`config.mk`:
```
export PLATFORM = sky130hd
export DESIGN_NAME = memory_address_port
export DESIGN_NICKNAME = d
export VERILOG_FILES = /design/src/rtl/mem_map_pkg.sv /design/src/rtl/addr_region_decode.sv /design/src/rtl/memory_address_port.sv
export SDC_FILE = /design/constraint.sdc
export NUM_CORES = 1
export LEC_CHECK = 0
export ABC_CLOCK_PERIOD_IN_PS = 2200
export CORE_MARGIN = 4
export CORE_UTILIZATION = 43
export DETAILED_ROUTE_END_ITERATION = 10
export HOLD_SLACK_MARGIN = 0.1
export PLACE_DENSITY = 0.77
export SETUP_SLACK_MARGIN = 0.2
export SLEW_MARGIN = 40
export SYNTH_ARGS = -nofsm -noshare
export SYNTH_HDL_FRONTEND = slang
export SYNTH_SLANG_ARGS = --single-unit
```
`constraint.sdc`:
```
create_clock -name clk -period 2.2 [get_ports clk]
set_clock_uncertainty 0.05 [all_clocks]
set_input_delay 0.33 -clock clk [delete_from_list [all_inputs] [get_ports clk]]
set_output_delay 0.33 -clock clk [all_outputs]
set_load 0.01 [all_outputs]
```
`src/rtl/mem_map_pkg.sv`:
```
// Shared memory-map definitions for the address port: region and FSM encodings,
// default region boundaries and the wait-state counter width.
package mem_map_pkg;

  localparam logic [15:0] ROM_TOP_DEF = 16'h7FFF;
  localparam logic [15:0] IO_BASE_DEF = 16'hFF00;
  localparam int unsigned WS_W        = 3;

  typedef enum logic [1:0] {
    REG_ROM,
    REG_RAM,
    REG_IO
  } region_e;

  typedef enum logic [1:0] {
    StIdle,
    StAccess,
    StDone
  } port_state_e;

endpackage

```
`src/rtl/addr_region_decode.sv`:
```
// Combinational address decoder: maps a 16-bit address to its memory region and the
// number of extra wait cycles that region needs. Also used by the bus monitor.
module addr_region_decode
  import mem_map_pkg::*;
#(
  parameter logic [15:0] ROM_TOP = ROM_TOP_DEF,
  parameter logic [15:0] IO_BASE = IO_BASE_DEF,
  parameter int unsigned ROM_WS  = 1,
  parameter int unsigned RAM_WS  = 0,
  parameter int unsigned IO_WS   = 2
) (
  input  logic [15:0]     addr,
  output region_e         region,
  output logic [WS_W-1:0] ws
);

  always_comb begin
    region = REG_RAM;
    ws     = WS_W'(RAM_WS);
    if (addr <= ROM_TOP) begin
      region = REG_ROM;
      ws     = WS_W'(ROM_WS);
    end else if (addr >= IO_BASE) begin
      region = REG_IO;
      ws     = WS_W'(IO_WS);
    end
  end

endmodule

```
`src/rtl/memory_address_port.sv`:
```
// Address register plus access sequencer: decodes ROM/RAM/IO, runs wait states, drives
// chip selects and strobes. Define MAR_AUTOINC_EN to post-increment the address per access.
module memory_address_port
  import mem_map_pkg::*;
#(
  parameter logic [15:0] ROM_TOP = ROM_TOP_DEF,
  parameter logic [15:0] IO_BASE = IO_BASE_DEF,
  parameter int unsigned ROM_WS  = 1,
  parameter int unsigned RAM_WS  = 0,
  parameter int unsigned IO_WS   = 2
) (
  input  logic        clk,
  input  logic        resetn,
  input  logic        loadn,
  input  logic        rdn,
  input  logic        wrn,
  input  logic [15:0] abus,
  output logic [15:0] mem_addr,
  output logic        rom_csn,
  output logic        ram_csn,
  output logic        io_csn,
  output logic        oen,
  output logic        wen,
  output logic        busy,
  output logic        rdy
);

  port_state_e     state_q, state_d;
  region_e         region_q, region_d;
  logic            write_q, write_d;
  logic [WS_W-1:0] cnt_q, cnt_d;
  logic            rdy_q, rdy_d;
  logic [15:0]     addr_q, addr_d;

  logic [15:0]     addr_eff;
  region_e         dec_region;
  logic [WS_W-1:0] dec_ws;
  logic            req_rd, req_wr;

  // A request on the same edge as a load must be decoded against the incoming address.
  assign addr_eff = (!loadn) ? abus : addr_q;
  assign req_rd   = !rdn && wrn;
  assign req_wr   = rdn && !wrn;

  addr_region_decode #(
    .ROM_TOP (ROM_TOP),
    .IO_BASE (IO_BASE),
    .ROM_WS  (ROM_WS),
    .RAM_WS  (RAM_WS),
    .IO_WS   (IO_WS)
  ) u_decode (
    .addr   (addr_eff),
    .region (dec_region),
    .ws     (dec_ws)
  );

  always_comb begin
    state_d  = state_q;
    region_d = region_q;
    write_d  = write_q;
    cnt_d    = cnt_q;
    rdy_d    = 1'b0;
    addr_d   = addr_q;
    unique case (state_q)
      StIdle: begin
        if (!loadn) addr_d = abus;
        if (req_rd || req_wr) begin
          state_d  = StAccess;
          region_d = dec_region;
          write_d  = req_wr;
          // ROM writes are swallowed, so they need no wait states.
          cnt_d    = (req_wr && dec_region == REG_ROM) ? '0 : dec_ws;
        end
      end
      StAccess: begin
        if (cnt_q != '0) begin
          cnt_d = cnt_q - 1'b1;
        end else begin
          state_d = StDone;
          rdy_d   = 1'b1;
`ifdef MAR_AUTOINC_EN
          addr_d  = addr_q + 16'd1;
`endif
        end
      end
      StDone: begin
        if (rdn && wrn) state_d = StIdle;
      end
      default: state_d = StIdle;
    endcase
  end

  always_ff @(posedge clk or negedge resetn) begin
    if (!resetn) begin
      state_q  <= StIdle;
      region_q <= REG_ROM;
      write_q  <= 1'b0;
      cnt_q    <= '0;
      rdy_q    <= 1'b0;
      addr_q   <= 16'h0000;
    end else begin
      state_q  <= state_d;
      region_q <= region_d;
      write_q  <= write_d;
      cnt_q    <= cnt_d;
      rdy_q    <= rdy_d;
      addr_q   <= addr_d;
    end
  end

  logic in_access;
  assign in_access = (state_q == StAccess);

  always_comb begin
    rom_csn = !(in_access && region_q == REG_ROM && !write_q);
    ram_csn = !(in_access && region_q == REG_RAM);
    io_csn  = !(in_access && region_q == REG_IO);
    oen     = !(in_access && !write_q);
    wen     = !(in_access && write_q && region_q != REG_ROM);
  end

  assign busy     = (state_q != StIdle);
  assign rdy      = rdy_q;
  assign mem_addr = addr_q;

endmodule

```
### Yosys cells after proc, flatten, opt, wreduce, memory -nomap -nowiden

Cells that the tools add are included.

| word-level totals | value |
|---|---|
| register bits after elaboration | 25 |
| input bits | 21 |
| output and inout port bits | 23 |
| logic and storage cells | 62 |

| operators by class | value |
|---|---|
| $add $sub $neg | 1 |
| magnitude comparators | 2 |
| eq/ne operators | 8 |
| multiplexer cells | 15 |
| reductions and logical operators | 30 |

Operators by type and width:

| cell | number |
|---|---|
| >= comparator 16 bit (second input constant) | 1 |
| <= comparator 16 x 15 -> 1 bit (second input constant) | 1 |
| two-way mux 16 bit | 1 |
| two-way mux 2 bit | 6 |
| two-way mux 3 bit | 4 |
| logical AND 1 bit | 11 |
| zero test 1 bit | 8 |
| zero test 2 bit | 3 |
| inequality test 2 bit (second input constant) | 3 |
| case mux 2 bit (3 select lines) | 1 |
| case mux 3 bit (2 select lines) | 1 |
| AND reduction 3 bit | 2 |
| nonzero test 2 bit | 3 |
| equality test 2 x 1 -> 1 bit (second input constant) | 2 |
| equality test 2 bit (second input constant) | 2 |
| nonzero test 3 bit | 1 |
| subtractor 3 x 1 -> 3 bit (second input constant) | 1 |
| two-way mux 1 bit | 2 |
| inequality test 2 x 1 -> 1 bit (second input constant) | 1 |
| AND reduction 2 bit | 1 |
| logical OR 1 bit | 1 |

### Logic depth before layout (Yosys ltp)

| depth | value |
|---|---|
| depth after elaboration | 9 |
| gate-level depth with buffers | 6 |
| gate-level depth less buffers | 6 |

### Cells and area by module

A second synthesis with hierarchy kept.

| unflattened totals | value |
|---|---|
| cell total of the unflattened synthesis | 110 |
| area, all modules | 1457.6 um2 |

By module, submodules not included:

| module | times used | cells each | area each (um2) | seq. area each (um2) |
|---|---|---|---|---|
| memory_address_port | 1 | 102 | 1411.4 | 625.6 |
| addr_region_decode | 1 | 8 | 46.3 | 0.0 |

### Worst setup path before layout

OpenSTA, ideal clock, no wires.

| timing path | value |
|---|---|
| kind | input port to flip-flop |
| start point | in wrn |
| end point | reg cnt_q[1] |
| setup time | 118 ps |
| arrival | 1615 ps |
| required time | 2032 ps |
| path slack | 417 ps |
| stages | 6 |
| buffers on the path | 0 |
| cell sequence | inv_1 -> ha_1 -> nor2b_1 -> a311oi_2 -> mux2_4 -> a21o_1 |

| between the ends | value |
|---|---|
| cells in the longest elaborated chain, start to end | 6 |
| elaborated cells between the ends (all ways) | 10 |
| classes of those cells | eq/ne: 1; mux: 3; reduce/logical: 6 |

Ends and longest elaborated chain:

| item | line | source |
|---|---|---|
| start, declared | memory_address_port.sv:16 | `input logic wrn,` |
| zero test 1 bit | memory_address_port.sv:43 | `assign req_wr = rdn && !wrn;` |
| logical AND 1 bit | memory_address_port.sv:43 |  |
| logical AND 1 bit | memory_address_port.sv:72 | `cnt_d = (req_wr && dec_region == REG_ROM) ? '0 : dec_ws;` |
| two-way mux 3 bit | memory_address_port.sv:72 |  |
| two-way mux 3 bit | memory_address_port.sv:67 | `if (req_rd \|\| req_wr) begin` |
| case mux 3 bit (2 select lines) | memory_address_port.sv:64 | `unique case (state_q)` |
| end signal, assigned | memory_address_port.sv:105 | `cnt_q <= cnt_d;` |
| end, declared | memory_address_port.sv:31 | `logic [WS_W-1:0] cnt_q, cnt_d;` |

Several ways; a longest one is shown, not always the timed one. The select of a mux whose other input is x is not followed.
A chain may end at the register's enable or synchronous reset.

### Worst setup path after layout

| timing path | value |
|---|---|
| start point | reg state_q[0] |
| end point | out wen |

| between the ends | value |
|---|---|
| cells in the longest elaborated chain, start to end | 4 |

Ends and longest elaborated chain:

| item | line | source |
|---|---|---|
| start, declared | memory_address_port.sv:28 | `port_state_e state_q, state_d;` |
| start signal, assigned | memory_address_port.sv:95 | `state_q <= StIdle;` |
| start signal, assigned | memory_address_port.sv:102 | `state_q <= state_d;` |
| equality test 2 x 1 -> 1 bit | memory_address_port.sv:112 | `assign in_access = (state_q == StAccess);` |
| logical AND 1 bit (2 in a row) | memory_address_port.sv:119 | `wen = !(in_access && write_q && region_q != REG_ROM);` |
| zero test 1 bit | memory_address_port.sv:119 |  |
| end, declared | memory_address_port.sv:23 | `output logic wen,` |

Every way passes these cells.

==> metrics.cfg <==
[run_status]
status = finished clean

[floorplan]
rows = 18
die_h_um = 60.1
die_w_um = 60.1
ios = 44
dieArea_mm2 = 0.00361
core_area_mm2 = 0.00252
initial_core_util_pct = 46.2

[synth]
synth_area_leaders = dfrtp_1 (54%), mux2_2 (16%), ha_1 (4.3%)
synth_cell_types = 28
ys_seq_area_share_pct = 53.6
synthesis.nets = 120
syn_area_mm2 = 0.00117
synth_edf_count = 0
yosysWarnings = 0
syn_area_per_cell_um2 = 12.3
async_flop_share_pct = 100
synth_top_area_cell = dfrtp_1
synth_cells = 95
synth-main-ff-cell = dfrtp_1
netlist.area_leader.share_pct = 53.6
yosys_register_bits = 25

[route]
routed_wl_mm = 2.58
wl_per_cell_um = 14.6
postRouteAntennaNets = 0
dr_total_vias = 921
drtIter0Drc = 17
viasPerCell = 5.20
route.detailed.drc = 0
first_pass_iters = 5

[critical_path]
worstPathMaxFanout = 5
r2r-end = mem_addr[0]
critPathCapture = wen
rr_startpoint = state_q[1]
critPathRequiredTime_ns = 1.82
critPathLaunch = state_q[0]
startpoint_type = flip-flop
regToRegSetupSlack_ns = 0.37
reg2reg_depth = 5
crit_path_end_kind = output pin
arrival_ns = 1.55
critical_path_class = reg2out

[clocking]
cts_max_level = 1
cts_sinks = 25
cts_buffers = 3
postCtsHoldBufs = 0
cts_tree = built
cts_root_buf = clkbuf_4
clk_pin_slew_worst_paths_ns = 0.13
cts_buffer_depth = 2
insertion_delay_ns = 0.30

[placed_design]
gp_congestion = 0.745
dpl.cell_count = 170
dpl.hpwl_mm = 1.96
port-buffer-count = 43
placed_cell_area_mm2 = 0.00165

[grt]
track_usage_pct = 15.0
gr-total-overflow = 0
grt_pass1_wl_mm = 4.13
grt_pass1_vias = 973
antenna_found_initial = 0
grt_max_degree = 26

[layout]
layout.nets = 173
fin_cells = 177
fin_area_mm2 = 0.00170
diodes = 0
fillers = 217
drive_above_1_share_pct = 21.8
area_delta_synth_final_pct = 46.1

[sta]
worst_pin_slew_ns = 0.424
timing.hold.ws_ns = 0.320
period_share_pct = 87.9
rsz0062_at_grt = true
final.min_clock_period_ns = 1.93
setup_viol = 0
relSlewSlack_pct = 71.7
fmax_mhz = 517
finalMaxSlewViolations = 0
hold_violations = 0

[power_and_ir_drop]
leakage_nw = 0.750
powerDensity_mw_per_mm2 = 1310
ir_drop_mv = 0.851

[min_path]
hold_path.class = in2async

[job]
maxCapViolations = 0

cells in the mapped netlist (2+ instances only):
| cell type | count |
|---|---|
| inv_1 | 5 |
| nor2b_1 | 3 |
| dfrtp_1 | 25 |
| a21oi_1 | 3 |
| mux2_2 | 17 |
| and3_1 | 2 |
| nand2_1 | 4 |
| o21ai_0 | 3 |
| nor2_1 | 9 |
| a21o_1 | 2 |
| ha_1 | 4 |
| nand3b_1 | 2 |
how the worst min path moves through the flow:
stage	startpoint	to	slack [ns]
after floorplan	resetn	cnt_q[0]	-0.02
after global placement	mem_addr[2]	mem_addr[2]	0.44
after detailed placement	mem_addr[2]	mem_addr[2]	0.45
after CTS	resetn	rdy	0.33
after global routing	resetn	rdy	0.35
final	resetn	rdy	0.32
kinds of logic after synthesis:
logic type | after synthesis | share of synthesized area [%]
adder cells (fa/ha/maj) | 4 | 4.29
AO/OA/AOI/OAI | 12 | 7.08
multiplexers | 19 | 18.6
flip-flops | 25 | 53.6
buffers and inverters | 6 | 2.25
AND/OR/NAND/NOR | 29 | 14.2
metrics by stage:
step	setup slack, ns	setup TNS (ns)	utilization (%)	total power (W)
6_report	0.265	0	67.6	0.00224
5_1_grt	0.185	0	67.6	0.00240
4_1_cts	0.205	0	67.4	0.00224
3_5_place_dp	-0.0401	-0.0796	65.4	0.00201
3_3_place_gp	-0.0286	-0.0286	65.4	0.00198
2_1_floorplan	0.417	0	-	0.00142
layout make-up:
class / instances / area [um2] / share of cell area (%)
multi-input combinational: 64 / 522 / 30.6
clock buffer: 4 / 26.3 / 1.54
tap: 30 / 37.5 / 2.20
inverter: 5 / 18.8 / 1.10
sequential: 25 / 628 / 36.9
timing repair buffer: 49 / 472 / 27.7
report_power, final:
part           internal (W)  total [W]  switching (W)
Combinational      0.000715    0.00121       0.000490
Clock             0.0000706   0.000200       0.000129
Sequential         0.000680   0.000831       0.000151
critical path, stage by stage (launching register included):
cell and delay (ns):
dfrtp_2 0.46, nor2b_4 0.15, o211ai_1 0.08, clkdlybuf4s50_1 0.56
state kept, by name, summed over array words and instances, names as in the netlist:
name,cells
rdy,1
mem_addr,16
region_q,2
cnt_q,3
write_q,1
state_q,2
cell usage in the layout (no fill, tap or decap), types with 2 or more instances in the layout:
cell type | synthesis | final
nand3b_1 | 2 | 2
ha_1 | 4 | 4
clkbuf_4 | 0 | 3
o21ai_0 | 3 | 2
nor2b_1 | 3 | 2
dfrtp_2 | 0 | 2
and3_1 | 2 | 2
nand2_1 | 4 | 4
a21o_1 | 2 | 2
clkdlybuf4s50_1 | 0 | 40
buf_4 | 1 | 6
inv_1 | 5 | 5
nor2_1 | 9 | 9
dfrtp_1 | 25 | 23
dlygate4sd2_1 | 0 | 3
a21oi_1 | 3 | 3
mux2_2 | 17 | 17
metal layers:
layer	track usage (%)	routed length (um)	part of all wire (%)
met3	2.59	207	8.0
met2	27.3	1270	49
met1	18.3	1070	42
met5	0	0	0
met4	3.16	29	1.1
what timing repair did:
item | 4_1_cts | 5_1_grt
setup buffers | 3 | 0
setup endpoints to repair | 6 | 3
pin swaps | 0 | 1
resized for setup | 6 | 2
(Power assumes the default switching activity.)
